File: config.mk
export PLATFORM = sky130hd
export DESIGN_NAME = fetch_stage_ctrl
export DESIGN_NICKNAME = d
export VERILOG_FILES = /design/src/rtl/fetch_stage_ctrl.sv
export SDC_FILE = /design/constraint.sdc
export NUM_CORES = 1
export LEC_CHECK = 0
export BUFFER_PORTS_ARGS = -buffer_cell sky130_fd_sc_hd__clkbuf_2
export CORE_MARGIN = 2
export CORE_UTILIZATION = 60
export CTS_CLUSTER_SIZE = 30
export DETAILED_ROUTE_END_ITERATION = 8
export HOLD_SLACK_MARGIN = 0.08
export MAX_ROUTING_LAYER = met4
export PLACE_DENSITY = 0.85
export SLEW_MARGIN = 30
export SYNTH_ARGS = -nofsm -noshare
export SYNTH_HDL_FRONTEND = slang
export SYNTH_SLANG_ARGS = --single-unit
File: constraint.sdc
create_clock -name i_clk -period 4 [get_ports i_clk]
set_input_delay 0.8 -clock i_clk [delete_from_list [all_inputs] [get_ports i_clk]]
set_output_delay 0.8 -clock i_clk [all_outputs]
set_load 0.03 [all_outputs]
File: src/rtl/fetch_stage_ctrl.sv
// Fetch stage controller: owns the PC and runs a request/ready handshake to a
// variable-latency instruction memory. It keeps one returned instruction in a
// skid buffer and drives the IF/ID register. Branch redirects squash any
// response that is still in flight.
module fetch_stage_ctrl #(
    parameter logic [31:0] RESET_PC  = 32'h0000_0000,
    parameter logic [31:0] NOP_INSTR = 32'h0000_0013
) (
    input  logic        i_clk,
    input  logic        i_rst_n,
    input  logic        i_stal_f,
    input  logic        i_stal_d,
    input  logic        i_flush_d,
    input  logic        i_pc_src_e,
    input  logic [31:0] i_pc_target_e,
    output logic        o_imem_req,
    output logic [31:0] o_imem_addr,
    input  logic        i_imem_ready,
    input  logic [31:0] i_imem_rdata,
    output logic [31:0] o_instr_d,
    output logic [31:0] o_pc_d,
    output logic [31:0] o_pc_plus4_d,
    output logic        o_valid_d,
    output logic        o_fetch_busy
);

    typedef enum logic [1:0] {StIdle, StReq, StSquash} state_e;

    state_e      r_state, w_state_d;
    logic [31:0] r_pc_f, w_pc_f_d;
    // Address of the outstanding request. It is kept apart from r_pc_f so that
    // a redirect during SQUASH cannot disturb the address on the bus.
    logic [31:0] r_req_addr, w_req_addr_d;
    logic        w_accept;

    logic        r_skid_valid, w_skid_valid_d;
    logic [31:0] r_skid_instr, w_skid_instr_d;
    logic [31:0] r_skid_pc, w_skid_pc_d;

    logic [31:0] r_instr_d, w_instr_d;
    logic [31:0] r_pc_d, w_pc_d;
    logic [31:0] r_pc_plus4_d, w_pc_plus4_d;
    logic        r_valid_d, w_valid_d;

    // State, PC and request-address registers
    always_ff @(posedge i_clk or negedge i_rst_n) begin
        if (!i_rst_n) begin
            r_state    <= StIdle;
            r_pc_f     <= RESET_PC;
            r_req_addr <= RESET_PC;
        end else begin
            r_state    <= w_state_d;
            r_pc_f     <= w_pc_f_d;
            r_req_addr <= w_req_addr_d;
        end
    end

    // FSM next state, PC update and response acceptance
    always_comb begin
        w_state_d    = r_state;
        w_pc_f_d     = r_pc_f;
        w_req_addr_d = r_req_addr;
        w_accept     = 1'b0;
        unique case (r_state)
            StIdle: begin
                if (i_pc_src_e) begin
                    w_pc_f_d = i_pc_target_e;
                end else if (!i_stal_f && !r_skid_valid) begin
                    w_state_d    = StReq;
                    w_req_addr_d = r_pc_f;
                end
            end
            StReq: begin
                if (i_imem_ready) begin
                    w_state_d = StIdle;
                    if (i_pc_src_e) begin
                        // The response is on the wrong path, so drop it
                        w_pc_f_d = i_pc_target_e;
                    end else begin
                        w_accept = 1'b1;
                        w_pc_f_d = r_pc_f + 32'd4;
                    end
                end else if (i_pc_src_e) begin
                    w_pc_f_d  = i_pc_target_e;
                    w_state_d = StSquash;
                end
            end
            StSquash: begin
                if (i_pc_src_e) begin
                    w_pc_f_d = i_pc_target_e;
                end
                if (i_imem_ready) begin
                    w_state_d = StIdle;
                end
            end
            default: w_state_d = StIdle;
        endcase
    end

    // Skid buffer registers
    always_ff @(posedge i_clk or negedge i_rst_n) begin
        if (!i_rst_n) begin
            r_skid_valid <= 1'b0;
            r_skid_instr <= NOP_INSTR;
            r_skid_pc    <= 32'd0;
        end else begin
            r_skid_valid <= w_skid_valid_d;
            r_skid_instr <= w_skid_instr_d;
            r_skid_pc    <= w_skid_pc_d;
        end
    end

    // Skid buffer next state: clear on redirect, flush or drain, fill on blocked accept
    always_comb begin
        w_skid_valid_d = r_skid_valid;
        w_skid_instr_d = r_skid_instr;
        w_skid_pc_d    = r_skid_pc;
        if (i_pc_src_e || i_flush_d) begin
            w_skid_valid_d = 1'b0;
        end else if (!i_stal_d && r_skid_valid) begin
            w_skid_valid_d = 1'b0;
        end
        // Accept only happens in REQ, where the buffer is always empty
        if (w_accept && (i_stal_d || i_flush_d)) begin
            w_skid_valid_d = 1'b1;
            w_skid_instr_d = i_imem_rdata;
            w_skid_pc_d    = r_req_addr;
        end
    end

    // IF/ID pipeline register
    always_ff @(posedge i_clk or negedge i_rst_n) begin
        if (!i_rst_n) begin
            r_instr_d    <= NOP_INSTR;
            r_pc_d       <= 32'd0;
            r_pc_plus4_d <= 32'd0;
            r_valid_d    <= 1'b0;
        end else begin
            r_instr_d    <= w_instr_d;
            r_pc_d       <= w_pc_d;
            r_pc_plus4_d <= w_pc_plus4_d;
            r_valid_d    <= w_valid_d;
        end
    end

    // IF/ID next state: flush > stall > skid buffer > accepted response > bubble
    always_comb begin
        w_instr_d    = r_instr_d;
        w_pc_d       = r_pc_d;
        w_pc_plus4_d = r_pc_plus4_d;
        w_valid_d    = r_valid_d;
        if (i_flush_d) begin
            w_instr_d = NOP_INSTR;
            w_valid_d = 1'b0;
        end else if (i_stal_d) begin
            w_valid_d = r_valid_d;
        end else if (r_skid_valid) begin
            w_instr_d    = r_skid_instr;
            w_pc_d       = r_skid_pc;
            w_pc_plus4_d = r_skid_pc + 32'd4;
            w_valid_d    = 1'b1;
        end else if (w_accept) begin
            w_instr_d    = i_imem_rdata;
            w_pc_d       = r_req_addr;
            w_pc_plus4_d = r_req_addr + 32'd4;
            w_valid_d    = 1'b1;
        end else begin
            w_instr_d = NOP_INSTR;
            w_valid_d = 1'b0;
        end
    end

    // Output drive
    always_comb begin
        o_imem_req   = (r_state != StIdle);
        o_imem_addr  = r_req_addr;
        o_fetch_busy = o_imem_req && !i_imem_ready;
        o_instr_d    = r_instr_d;
        o_pc_d       = r_pc_d;
        o_pc_plus4_d = r_pc_plus4_d;
        o_valid_d    = r_valid_d;
    end

endmodule

=== Word-level counts from Yosys, hierarchy flattened ===
Index checks and enable logic that the tools add are counted.

* Register bits after elaboration: 228
* Input port bits: 71
* Output and inout port bits: 131
* Logic and storage cells: 70

* Add/subtract/negate cells: 3
* Equality and inequality tests: 7
* Mux-type cells: 28
* Bitwise operators: 3
* Reductions and logical operators: 19

{| class="wikitable"
|+ Operators with widths
! kind !! number
|-
| $mux 32 || 11
|-
| $add 32x3->32 const B || 3
|-
| $pmux 32 s2 || 1
|-
| $mux 1 || 10
|-
| $mux 2 || 5
|-
| $ne 2x2->1 const B || 3
|-
| $pmux 2 s3 || 1
|-
| $reduce_and 3->1 || 2
|-
| $reduce_bool 2->1 || 3
|-
| $logic_and 1x1->1 || 4
|-
| $logic_not 1->1 || 4
|-
| $reduce_and 4->1 || 1
|-
| $ne 3x3->1 const B || 1
|-
| $not 1->1 || 3
|-
| $reduce_bool 3->1 || 1
|-
| $eq 2x1->1 const B || 1
|-
| $eq 2x2->1 const B || 1
|-
| $logic_not 2->1 || 1
|-
| $logic_or 1x1->1 || 2
|-
| $ne 2x1->1 const B || 1
|-
| $reduce_or 2->1 || 1
|}

=== Depth between registers and ports, before layout ===
* Depth in word-level cells: 7
* Mapped depth: 11
* Depth with buffers taken out: 7

=== Least setup slack after synthesis ===
No wires, ideal clock.

* Path kind: flip-flop to flip-flop
* From: register r_skid_valid
* To: register r_pc_plus4_d[28], in the netlist o_pc_plus4_d[28]
* Library setup time: 0.133 ns
* Arrival: 2.328 ns
* Data required time: 3.867 ns
* Setup slack: 1.539 ns
* Stages on the path, launching flop included: 12
* Path buffers: 4
* Clock period less this slack: 2.461 ns
* Path through: dfrtp_1 -> buf_6 -> buf_8 -> buf_4 -> buf_2 -> mux2_2 -> ha_1 -> nor2b_1 -> nand3_2 -> nor4_1 -> xor2_1 -> o21ai_0

* Longest elaborated chain between the ends: 2
* Elaborated cells on any way between the ends: 3
* Those cells by class: mux (1); reduce/logical (2)

{| class="wikitable"
|+ RTL lines
! item !! line !! source
|-
| from (decl) || 36 || <nowiki>logic r_skid_valid, w_skid_valid_d;</nowiki>
|-
| from (signal assigned) || 107 || <nowiki>r_skid_valid <= w_skid_valid_d;</nowiki>
|-
| $reduce_bool 2->1 (no source line) || -- ||
|-
| $reduce_and 3->1 (no source line) || -- ||
|-
| to (signal assigned) || 141 || <nowiki>r_pc_plus4_d <= w_pc_plus4_d;</nowiki>
|-
| to (decl) || 42 || <nowiki>logic [31:0] r_pc_plus4_d, w_pc_plus4_d;</nowiki>
|}

Several ways; a longest one is shown, not always the timed one.
A chain may end at the register's enable or synchronous reset.

=== Worst setup path in the final report ===
Ends and elaborated chain as after synthesis.

==> impl_metrics.json <==
{
  "yosys.cell_types.count": 65,
  "cp_slowest_stage_delay_ns": 0.98,
  "firstDrtPassIters": 5,
  "cts-hold-fix-buffers": 0,
  "grt_pass1_vias": 8007,
  "route.detailed.drc": 0,
  "dieHeight_um": 138,
  "clkSinkCount": 226,
  "synth-simple-area-share_pct": 13.6,
  "dp_slack_ns": 1.21,
  "synthArstFlopShare_pct": 100,
  "path_cells": "mux2_2 > ha_1 > nor2b_1 > nand3_2 > nor4_1 > xor2_1 > o21ai_0",
  "setup_viol": 0,
  "port_buffers": 201,
  "swShare_pct": 37.0,
  "r2r-end": "o_pc_plus4_d[28]",
  "io_pins": 202,
  "rows": 48,
  "rsz0062_at_grt": "false",
  "synth_compound_area_share_pct": 13.0,
  "viasPerCell": 6.10,
  "fillers": 1228,
  "synth-edff-count": 0,
  "htree_levels": 1,
  "synth_nets": 1071,
  "post-cts-setup-buffer-count": 0,
  "worstPathMaxFanout": 68,
  "antenna_found_initial": 0,
  "synthAdderAreaFrac_pct": 0.234,
  "min_path_type": "in2async",
  "cts_resized": 0,
  "grt_usage_pct": 29.4,
  "clk_path_buf_depth": 3,
  "post_drt_wl_per_cell_um": 19.2,
  "fin_crit_sh_pct": 70.3,
  "drv_cap": 0,
  "cts_root_buf": "clkbuf_16",
  "gp_congestion": 0.898,
  "synth_xor_area_share_pct": 2.21,
  "p_sw_mw": 2.94,
  "num-nets-final": 1243,
  "drt-initial-drc-count": 747,
  "synth_top_family_by_area": "multiplexers",
  "cp.arrival_ns": 3.19,
  "slowest_stage": "dfrtp_4",
  "dpl.cell_count": 1370,
  "synth_seq_cells": 226,
  "hold_violations": 0,
  "maxSlewHeadroom_pct": 41.3,
  "ant_nets": 0,
  "regArea_sq_mm": 0.00567,
  "ir_drop_v": 0.000514,
  "p_per_area_mw_per_mm2": 630,
  "fin_util_pct": 72.6,
  "pwr-share-comb_pct": 28.6,
  "power_frac_clock_pct": 26.6,
  "dp_hpwl_mm": 18.4,
  "reg2reg_depth": 7,
  "cts_tree": "done",
  "fin_cells": 1411,
  "multi_input_area_sq_mm": 0.00471,
  "core_sq_mm": 0.0174,
  "reg2reg_from": "r_skid_valid",
  "ys.flop_type": "dfrtp_1",
  "p_int_mw": 5.01,
  "diodes": 0,
  "worst_slew_pin_slew_ns": 0.877,
  "clkTransAtPathRegs_ns": 0.06,
  "power.total_mw": 7.95,
  "yosys-mux-area-fraction_pct": 14.8,
  "syn_area_per_cell_sq_um": 10.7,
  "clock-skew-final_ns": 0.0249,
  "wirelength_mm": 27.1,
  "power_frac_seq_pct": 44.8,
  "fmax_mhz": 356,
  "clk-insertion-delay-late_ns": 0.51,
  "areaGrowthSynthToFinish_pct": 17.9,
  "required_ns": 4.38,
  "grt_first_pass_wirelength_mm": 42.3,
  "drive_gt1_share_pct": 32.1,
  "yosys_warnings": 0,
  "die_width_um": 138,
  "final_max_slew_viol_count": 0,
  "grt.overflow.total": 0,
  "p_leak_nw": 5.81,
  "status": "finished, final reports clean",
  "synthesis.instances": 998,
  "worst-setup-path-type": "reg2reg",
  "die_area_sq_mm": 0.0189,
  "grt_max_degree": 109,
  "layout_setup_ws_ns": 1.19,
  "tns_ns": 0,
  "rrSetupSlack_ns": 1.19,
  "min_period_ns": 2.81,
  "critPathLaunchType": "register",
  "ys_seq_area_share_pct": 52.9,
  "netlist_area_sq_mm": 0.0107,
  "initial_core_util_pct": 61.6,
  "vias": 8612,
  "cts_made_buffers": 23,
  "endpoint_kind": "register"
}
cells in the mapped netlist (3+ instances only):
library cell	count	area share, %
buf_2	25	1.2
dfstp_2	6	1.5
nor3_1	17	0.80
nand4b_1	4	0.33
xnor2_1	9	0.74
and3_1	14	0.82
nand3_1	24	1.1
a22oi_1	38	2.7
nor2_1	89	3.1
buf_4	4	0.28
xor2_1	18	1.5
clkbuf_1	32	1.1
nand3b_1	7	0.49
a41o_1	3	0.28
nand2b_1	5	0.29
o21ai_0	65	3.0
a31oi_1	6	0.35
o21ai_1	7	0.33
and4_1	3	0.25
nand2_1	93	3.3
nor4_2	3	0.35
a21o_1	4	0.28
o22ai_1	14	0.82
mux2i_1	38	3.6
mux2_2	106	11
and2_1	5	0.29
inv_1	7	0.25
dfrtp_1	220	51
a21oi_1	65	3.0
nand4_1	15	0.88
o22a_1	3	0.25
buf_1	4	0.14
layout by cell type, fill, tap and decap left out, types with 4 or more instances in the layout:
master and instances:
nand2b_1 5, nor3_1 15, nor2_1 89, nand2_1 93, xor2_1 18, buf_4 10, and3_1 14, o21ai_0 65
dfstp_2 6, mux2_2 106, nand3_1 24, mux2i_1 38, nand3b_1 7, nand4b_1 4, xnor2_1 9, a31oi_1 6
clkbuf_2 200, a21oi_1 65, a22oi_1 38, o21ai_1 6, and2_1 5, clkbuf_16 23, clkbuf_1 7, o22ai_1 14
a21o_1 4, dfrtp_1 219, nand4_1 15, nor3_2 4, inv_1 7
metrics by stage:
stage	instance area [sq um]	hold slack, ns
2_1_floorplan	10700	0.440
3_3_place_gp	11800	0.463
4_1_cts	12600	0.378
3_5_place_dp	11900	0.470
5_1_grt	12600	0.416
6_report	12600	0.323
power groups by stage:
stage | Clock, mW | Combinational [mW] | Sequential [mW]
floorplan | 0 | 0.931 | 4.06
global placement | 0 | 2.18 | 3.52
detailed placement | 0 | 2.26 | 3.57
CTS | 2.15 | 2.29 | 3.54
global route | 2.24 | 2.46 | 3.63
finish | 2.12 | 2.27 | 3.56
sequential cells by signal, summed over array words and instances (netlist names):
signal and flops:
o_pc_d 32, o_instr_d 32, r_skid_valid 1, r_state 2, o_pc_plus4_d 30, o_imem_addr 32
r_pc_f 32, r_skid_pc 32, o_valid_d 1, r_skid_instr 32
how the worst max path moves through the flow:
stage / startpoint / to / cells past startpoint
after floorplan: r_skid_valid / o_pc_plus4_d[28] / 11
after global placement: i_imem_ready / o_pc_d[11] / 6
after detailed placement: r_skid_valid / o_pc_plus4_d[28] / 7
after CTS: r_skid_valid / o_pc_plus4_d[28] / 7
after global routing: r_skid_valid / o_pc_plus4_d[28] / 7
final: r_skid_valid / o_pc_plus4_d[28] / 7
metal layers:
layer	track usage, %	up-vias	wire length [um]	part of all wire [%]
met5	-	-	0	0
met4	8.76	0	697	2.6
met3	2.98	66	1720	6.3
met2	44.4	384	12800	47
met1	42.6	4222	11900	44
li1	-	3940	-	-
cell type report:
cell class	count	area share [%]
flip-flops and latches	226	44.9
multi-input cells	697	37.4
repair buffers	215	9.35
clock buffers	33	5.10
well taps	225	2.23
clock inverters	8	0.784
inverters	7	0.208
kinds of logic (layout without fill, tap and decap cells):
family	Yosys count	in the layout
mux	145	145
simple gates	295	295
buf+inv	75	263
flops	226	226
fa+ha+maj	2	2
compound gates	228	228
xor+xnor	27	27
critical path, delay by kind of cell, from the launching register on:
family          cells  cell delay, ns
compound gates      1            0.09
xor+xnor            1            0.16
fa+ha+maj           1            0.21
flops               1            0.98
mux                 1            0.32
simple gates        3            0.89
(Power assumes the default switching activity.)
